$ cat src/rtl/au_gray_seq_pkg.sv
// Shared definitions for the Gray-code sequence generator: FSM state encoding.
package au_gray_seq_pkg;

    typedef enum logic {
        ST_IDLE = 1'b0,
        ST_RUN  = 1'b1
    } state_t;

endpackage

$ cat src/rtl/au_bin2gray.sv
// Combinational binary-to-reflected-Gray converter.
module au_bin2gray #(
    parameter int WIDTH = 8
) (
    input  logic [WIDTH-1:0] bin,
    output logic [WIDTH-1:0] gray
);

    assign gray = bin ^ (bin >> 1);

endmodule

$ cat src/rtl/au_gray_seq.sv
// Gray-coded counting sequence from a captured first value to a captured last value (inclusive).
// Optional binary view of the counter on port b when AU_GRAY_SEQ_BIN_OUT_EN is defined.
module au_gray_seq
    import au_gray_seq_pkg::*;
#(
    parameter int WIDTH = 8
) (
    input  logic             clk,
    input  logic             rst_n,
    input  logic             start,
    input  logic             stop,
    input  logic [WIDTH-1:0] first,
    input  logic [WIDTH-1:0] last,
    output logic [WIDTH-1:0] g,
`ifdef AU_GRAY_SEQ_BIN_OUT_EN
    output logic [WIDTH-1:0] b,
`endif
    output logic             valid,
    input  logic             ready,
    output logic             busy,
    output logic             done
);

    if (WIDTH < 1) begin : g_bad_width
        $fatal(1, "au_gray_seq: WIDTH must be >= 1");
    end

    // Handshake: a word moves when valid && ready on a rising edge; while valid is
    // high and ready is low, g (and b) hold because cnt only changes on a transfer.
    state_t           state_q, state_d;
    logic [WIDTH-1:0] cnt_q, cnt_d;
    logic [WIDTH-1:0] end_q, end_d;
    logic             done_q, done_d;
    logic             xfer;
    logic             at_end;

    assign valid  = (state_q == ST_RUN);
    assign busy   = (state_q == ST_RUN);
    assign done   = done_q;
    assign xfer   = valid && ready;
    assign at_end = (cnt_q == end_q);

    always_comb begin
        state_d = state_q;
        cnt_d   = cnt_q;
        end_d   = end_q;
        done_d  = 1'b0;
        case (state_q)
            ST_IDLE: begin
                if (start) begin
                    cnt_d   = first;
                    end_d   = last;
                    state_d = ST_RUN;
                end
            end
            ST_RUN: begin
                // Reaching the end wins over a simultaneous stop: that is a natural finish.
                if (xfer && at_end) begin
                    state_d = ST_IDLE;
                    done_d  = 1'b1;
                end else begin
                    if (xfer) begin
                        cnt_d = cnt_q + WIDTH'(1);
                    end
                    if (stop) begin
                        state_d = ST_IDLE;
                    end
                end
            end
            default: state_d = ST_IDLE;
        endcase
    end

    always_ff @(posedge clk or negedge rst_n) begin
        if (!rst_n) begin
            state_q <= ST_IDLE;
            cnt_q   <= '0;
            end_q   <= '0;
            done_q  <= 1'b0;
        end else begin
            state_q <= state_d;
            cnt_q   <= cnt_d;
            end_q   <= end_d;
            done_q  <= done_d;
        end
    end

    au_bin2gray #(
        .WIDTH(WIDTH)
    ) u_bin2gray (
        .bin  (cnt_q),
        .gray (g)
    );

`ifdef AU_GRAY_SEQ_BIN_OUT_EN
    assign b = cnt_q;
`endif

endmodule

$ cat config.mk
export PLATFORM = sky130hd
export DESIGN_NAME = au_gray_seq
export DESIGN_NICKNAME = d
export VERILOG_FILES = /design/src/rtl/au_gray_seq_pkg.sv /design/src/rtl/au_bin2gray.sv /design/src/rtl/au_gray_seq.sv
export SDC_FILE = /design/constraint.sdc
export NUM_CORES = 1
export LEC_CHECK = 0
export CORE_MARGIN = 2
export CORE_UTILIZATION = 47
export DETAILED_ROUTE_END_ITERATION = 10
export PLACE_DENSITY = 0.87
export SETUP_SLACK_MARGIN = 0.5
export SYNTH_ARGS = -nofsm -noshare
export SYNTH_HDL_FRONTEND = slang
export SYNTH_HIERARCHICAL = 1
export SYNTH_SLANG_ARGS = --single-unit
export TNS_END_PERCENT = 10
$ cat constraint.sdc
create_clock -name clk -period 2 [get_ports clk]
set_input_delay 0.3 -clock clk [delete_from_list [all_inputs] [get_ports clk]]
set_output_delay 0.3 -clock clk [all_outputs]
set_load 0.02 [all_outputs]
==> Word level (Yosys, flattened, before mapping) <==
Cells that the tools add are included.
{ "word_totals": {"register_bits": 18, "inputBits": 21, "wordCells": 25, "output_inout_bits": 11} }
{ "op_classes": {"n_reduce_logical": 4, "n_bitwise": 2, "muxes": 10, "eq_ne": 4, "addsub": 1} }
{ "ops": {"columns": ["operator", "count"], "rows": [
  ["8-bit two-way mux", 3],
  ["8-bit one-hot mux with 2 select lines", 1],
  ["8-bit by 1-bit adder with 8-bit output, second input constant", 1],
  ["8-bit equality test", 1],
  ["8-bit by 7-bit XOR with 8-bit output", 1],
  ["1-bit two-way mux", 5],
  ["2-bit != test, second input constant", 2],
  ["3-bit AND reduction", 1],
  ["1-bit logical AND", 2],
  ["2-bit by 1-bit != test with 1-bit output, second input constant", 1],
  ["1-bit one-hot mux with 2 select lines", 1],
  ["2-bit AND reduction", 1],
  ["1-bit NOT", 1]
]} }

==> Logic depth before layout (Yosys ltp) <==
{ "logic_depth": {"word_depth": 4, "mapped_depth": 5, "ltp_nobuf": 5} }

==> By module <==
Netlist, hierarchy kept.
{ "modules_own_cells": {"columns": ["mod", "seq_area_each_um2", "n_inst", "area_each_um2", "cells_per_inst"], "rows": [
  ["au_gray_seq", 450.4, 1, 1117.3, 111],
  ["au_bin2gray", 0.0, 1, 68.8, 8]
]} }

==> Worst setup path before layout <==
No wires, ideal clock.
{ "synth_path": {"kind": "register -> register", "from": "register cnt_q[1]", "to": "register state_q, in the netlist busy", "setup_time_ns": 0.120, "slack_ns": 0.581, "n_path_buf": 1, "t_arrival_ns": 1.299, "synth_period_minus_slack_ns": 1.419, "required_ns": 1.880, "path_stages_with_launch": 6, "path_cell_list": "dfrtp_1 > xnor2_1 > and4_4 > buf_6 > nand3_1 > a31o_1"} }
{ "synth_between": {"elab_chain_cells": 4} }
{ "synth_rtl": {"columns": ["element", "line_no", "text"], "rows": [
  ["from (decl)", "au_gray_seq.sv:31", "logic [WIDTH-1:0] cnt_q, cnt_d;"],
  ["from (signal assigned)", "au_gray_seq.sv:82", "cnt_q <= cnt_d;"],
  ["8-bit equality test", "au_gray_seq.sv:41", "assign at_end = (cnt_q == end_q);"],
  ["1-bit logical AND", "au_gray_seq.sv:58", "if (xfer && at_end) begin"],
  ["1-bit two-way mux", "au_gray_seq.sv:58", null],
  ["1-bit one-hot mux with 2 select lines", "au_gray_seq.sv:48", "case (state_q)"],
  ["named net state_d", "au_gray_seq.sv:30", "state_t state_q, state_d;"],
  ["to (signal assigned)", "au_gray_seq.sv:81", "state_q <= state_d;"],
  ["to (decl)", "au_gray_seq.sv:30", null]
]} }
The timed path passes the listed nets, and every way through them passes these cells.
A chain may end at the register's enable or synchronous reset.

==> Worst setup path in the final report <==
{ "layout_path": {"from": "register cnt_q[2]", "to": "output port g[1]"} }
{ "layout_between": {"elab_chain_cells": 1} }
{ "layout_rtl": {"columns": ["element", "line_no", "text"], "rows": [
  ["8-bit by 7-bit XOR with 8-bit output", "au_bin2gray.sv:9", "assign gray = bin ^ (bin >> 1);"],
  ["to (decl)", "au_gray_seq.sv:14", "output logic [WIDTH-1:0] g,"]
]} }
Every way passes these cells.

==> results.json <==
{
  "status": "finished clean",
  "vias_per_cell": 5.75,
  "drv_slew": 0,
  "post-route-period-util_pct": 80.7,
  "synth_top_area_share_pct": 38.0,
  "routedWlPerCell_um": 15.0,
  "start_util_pct": 48.8,
  "htreeDepth": 1,
  "postSynth.asyncResetShare_pct": 100,
  "met1_usage_pct": 28.0,
  "ff2ff_setup_slack_ps": 480,
  "crit_start": "cnt_q[2]$_DFFE_PN0P_",
  "synth_area_leaders": "dfrtp_1 (38%), mux2_2 (9.5%), xnor2_1 (5.9%)",
  "clk_path_buf_depth": 2,
  "rows": 18,
  "ys_seq_area_share_pct": 38.0,
  "drt_first_pass_iters": 4,
  "r2r_cells": 6,
  "netlist_area_um2": 1190,
  "num_antenna_cells": 0,
  "critPathRequiredTime_ps": 1700,
  "die_w_um": 54.2,
  "grt_use_met3_pct": 1.64,
  "power.internal_mw": 1.01,
  "synthFlopType": "dfrtp_1",
  "num_io_pins": 32,
  "tightest_slew_ps": 259,
  "sw_frac_of_total_pct": 42.7,
  "grt_pass1_wl_um": 4530,
  "holdCritPathClass": "in -> async",
  "port_buffers": 31,
  "synth_nets": 141,
  "grt_antenna_before_repair": 0,
  "rr_endpoint": "cnt_q[6]$_DFFE_PN0P_",
  "finalHoldViolCount": 0,
  "place.detailed.hpwl_um": 1930,
  "grt-ovfl-total": 0,
  "grt.busiest_layer": "met2",
  "cts-buffers-inserted": 3,
  "cts_tree": "yes",
  "cp_data_arrival_time_ps": 1310,
  "power_frac_seq_pct": 36.6,
  "cts_sinks": 18,
  "final_common_cell": "clkdlybuf4s50_1",
  "synth_seq_cells": 18,
  "setup-tns-final_ps": 0,
  "cp-endpoint": "g[1]",
  "gp_congestion": 0.882,
  "coreArea_um2": 2430,
  "cp-end-kind": "primary output",
  "r2r-start": "cnt_q[1]$_DFFE_PN0P_",
  "post-route-min-period_ps": 1610,
  "gr-usage-all-layers_pct": 21.5,
  "die_area_um2": 2940,
  "maxCapViolCount": 0,
  "syn2layout_area_growth_pct": 31.4,
  "clock_skew_ps": 1.69,
  "drc": 0,
  "fin_nets": 175,
  "power_density_nw_per_um2": 1130,
  "worst_hold_slack_ps": 319,
  "final_cell_mix": "clkdlybuf4s50_1 (21), mux2_2 (10), dfrtp_2 (9), dfrtp_1 (9)",
  "clkTransAtPathRegs_ps": 110,
  "relSlewSlack_pct": 82.7,
  "avgSynthCellArea_um2": 9.97,
  "clock_latency_ps": 300,
  "combPwrFrac_pct": 50.4,
  "setup_viol": 0,
  "gr-usage-met2_pct": 37.3,
  "grt_max_degree": 19,
  "synth_top_area_cell": "dfrtp_1",
  "fp.dieH_um": 54.2,
  "path_max_fanout": 8,
  "ant_nets": 0,
  "drtIter0Drc": 28,
  "power_frac_clock_pct": 13.1,
  "synth.yosys.warnings": 6,
  "grt_pass1_vias": 978,
  "switchingPower_mw": 0.754,
  "leakagePower_nw": 0.633,
  "clockRootBuffer": "clkbuf_4",
  "start_kind": "flop",
  "synth.distinct_cells": 33,
  "routed_wirelength_um": 2730,
  "synth-edff-count": 0,
  "fmax_mhz": 619,
  "rsz0062_at_grt": "yes",
  "power_mw": 1.77,
  "ir_worst_vdd_mv": 0.674,
  "drive_gt1_share_pct": 21.1,
  "crit_type": "reg -> out",
  "via_count": 1046,
  "final_util_pct": 64.1,
  "syn_inst": 119
}
[worst min-delay path by stage]
stage,endpoint,cells past startpoint
finish,done$_DFF_PN0_,2
global route,end_q[2]$_DFFE_PN0P_,2
CTS,busy$_DFF_PN0_,2
detailed placement,end_q[2]$_DFFE_PN0P_,1
global placement,end_q[1]$_DFFE_PN0P_,1
floorplan,busy$_DFF_PN0_,0
[metal layers]
metal	vias up	part of all wire, %
li1	498	-
met1	500	41
met2	43	51
met3	5	6.1
met4	0	1.5
met5	-	0
[cell type report]
cell class / count / area (um^2)
Tap cell: 30 / 37.5
Fill cell: 213 / 873
Clock buffer: 4 / 36.3
Sequential cell: 18 / 462
Multi-Input combinational cell: 91 / 669
Timing Repair Buffer: 37 / 347
Inverter: 2 / 7.51
[state kept, by name (all words and copies together), names as in the netlist]
| register | count |
|---|---|
| done | 1 |
| end_q | 8 |
| busy | 1 |
| cnt_q | 8 |
[kinds of logic (layout without fill, tap and decap cells)]
kind of cell,count (synthesis),in the layout,share of synthesized area [%]
and+or+nand+nor,37,37,17.8
AOI/OAI and AO/OA,23,23,12.8
DFF,18,18,38.0
xor gates and xnor gates,15,15,11.1
muxes,15,15,13.7
buffers and inverters,10,43,5.59
adders and majority gates,1,1,1.05
[cell usage after synthesis, types with 3 or more instances]
library cell,number
mux2_2,10
mux2i_1,5
buf_4,3
nand3_1,3
a211o_1,3
nand2b_1,6
o211ai_1,3
dfrtp_1,18
nand4_1,4
nor3_1,8
xor2_1,7
a21oi_1,8
xnor2_1,8
o22ai_1,3
nand2_1,6
[through the flow]
stage | worst slack (ps) | instances | instance area, um^2
2_1_floorplan | 581 | 119 | 1190
3_3_place_gp | 298 | 176 | 1510
3_5_place_dp | 266 | 176 | 1510
4_1_cts | 237 | 182 | 1550
5_1_grt | 313 | 182 | 1560
6_report | 385 | 182 | 1560
[power groups by stage]
stage               clock [mW]  sequential, mW  combinational [mW]
floorplan                    0           0.600               0.635
global placement             0           0.636               0.918
detailed placement           0           0.646               0.939
CTS                      0.236           0.643               0.894
global route             0.251           0.665               0.974
finish                   0.231           0.646               0.891
[repair_timing]
item / CTS / global route
resized for setup: 19 / 3
setup endpoints to repair: 20 / 26
buffers inserted: 2 / 0
hold buffers: 0 / 0
[critical path, stage by stage (launching register included)]
cell and delay [ps]:
dfrtp_2 490, xor2_1 180, dlygate4sd2_1 350
No activity file was read; power rests on OpenSTA's default activity.
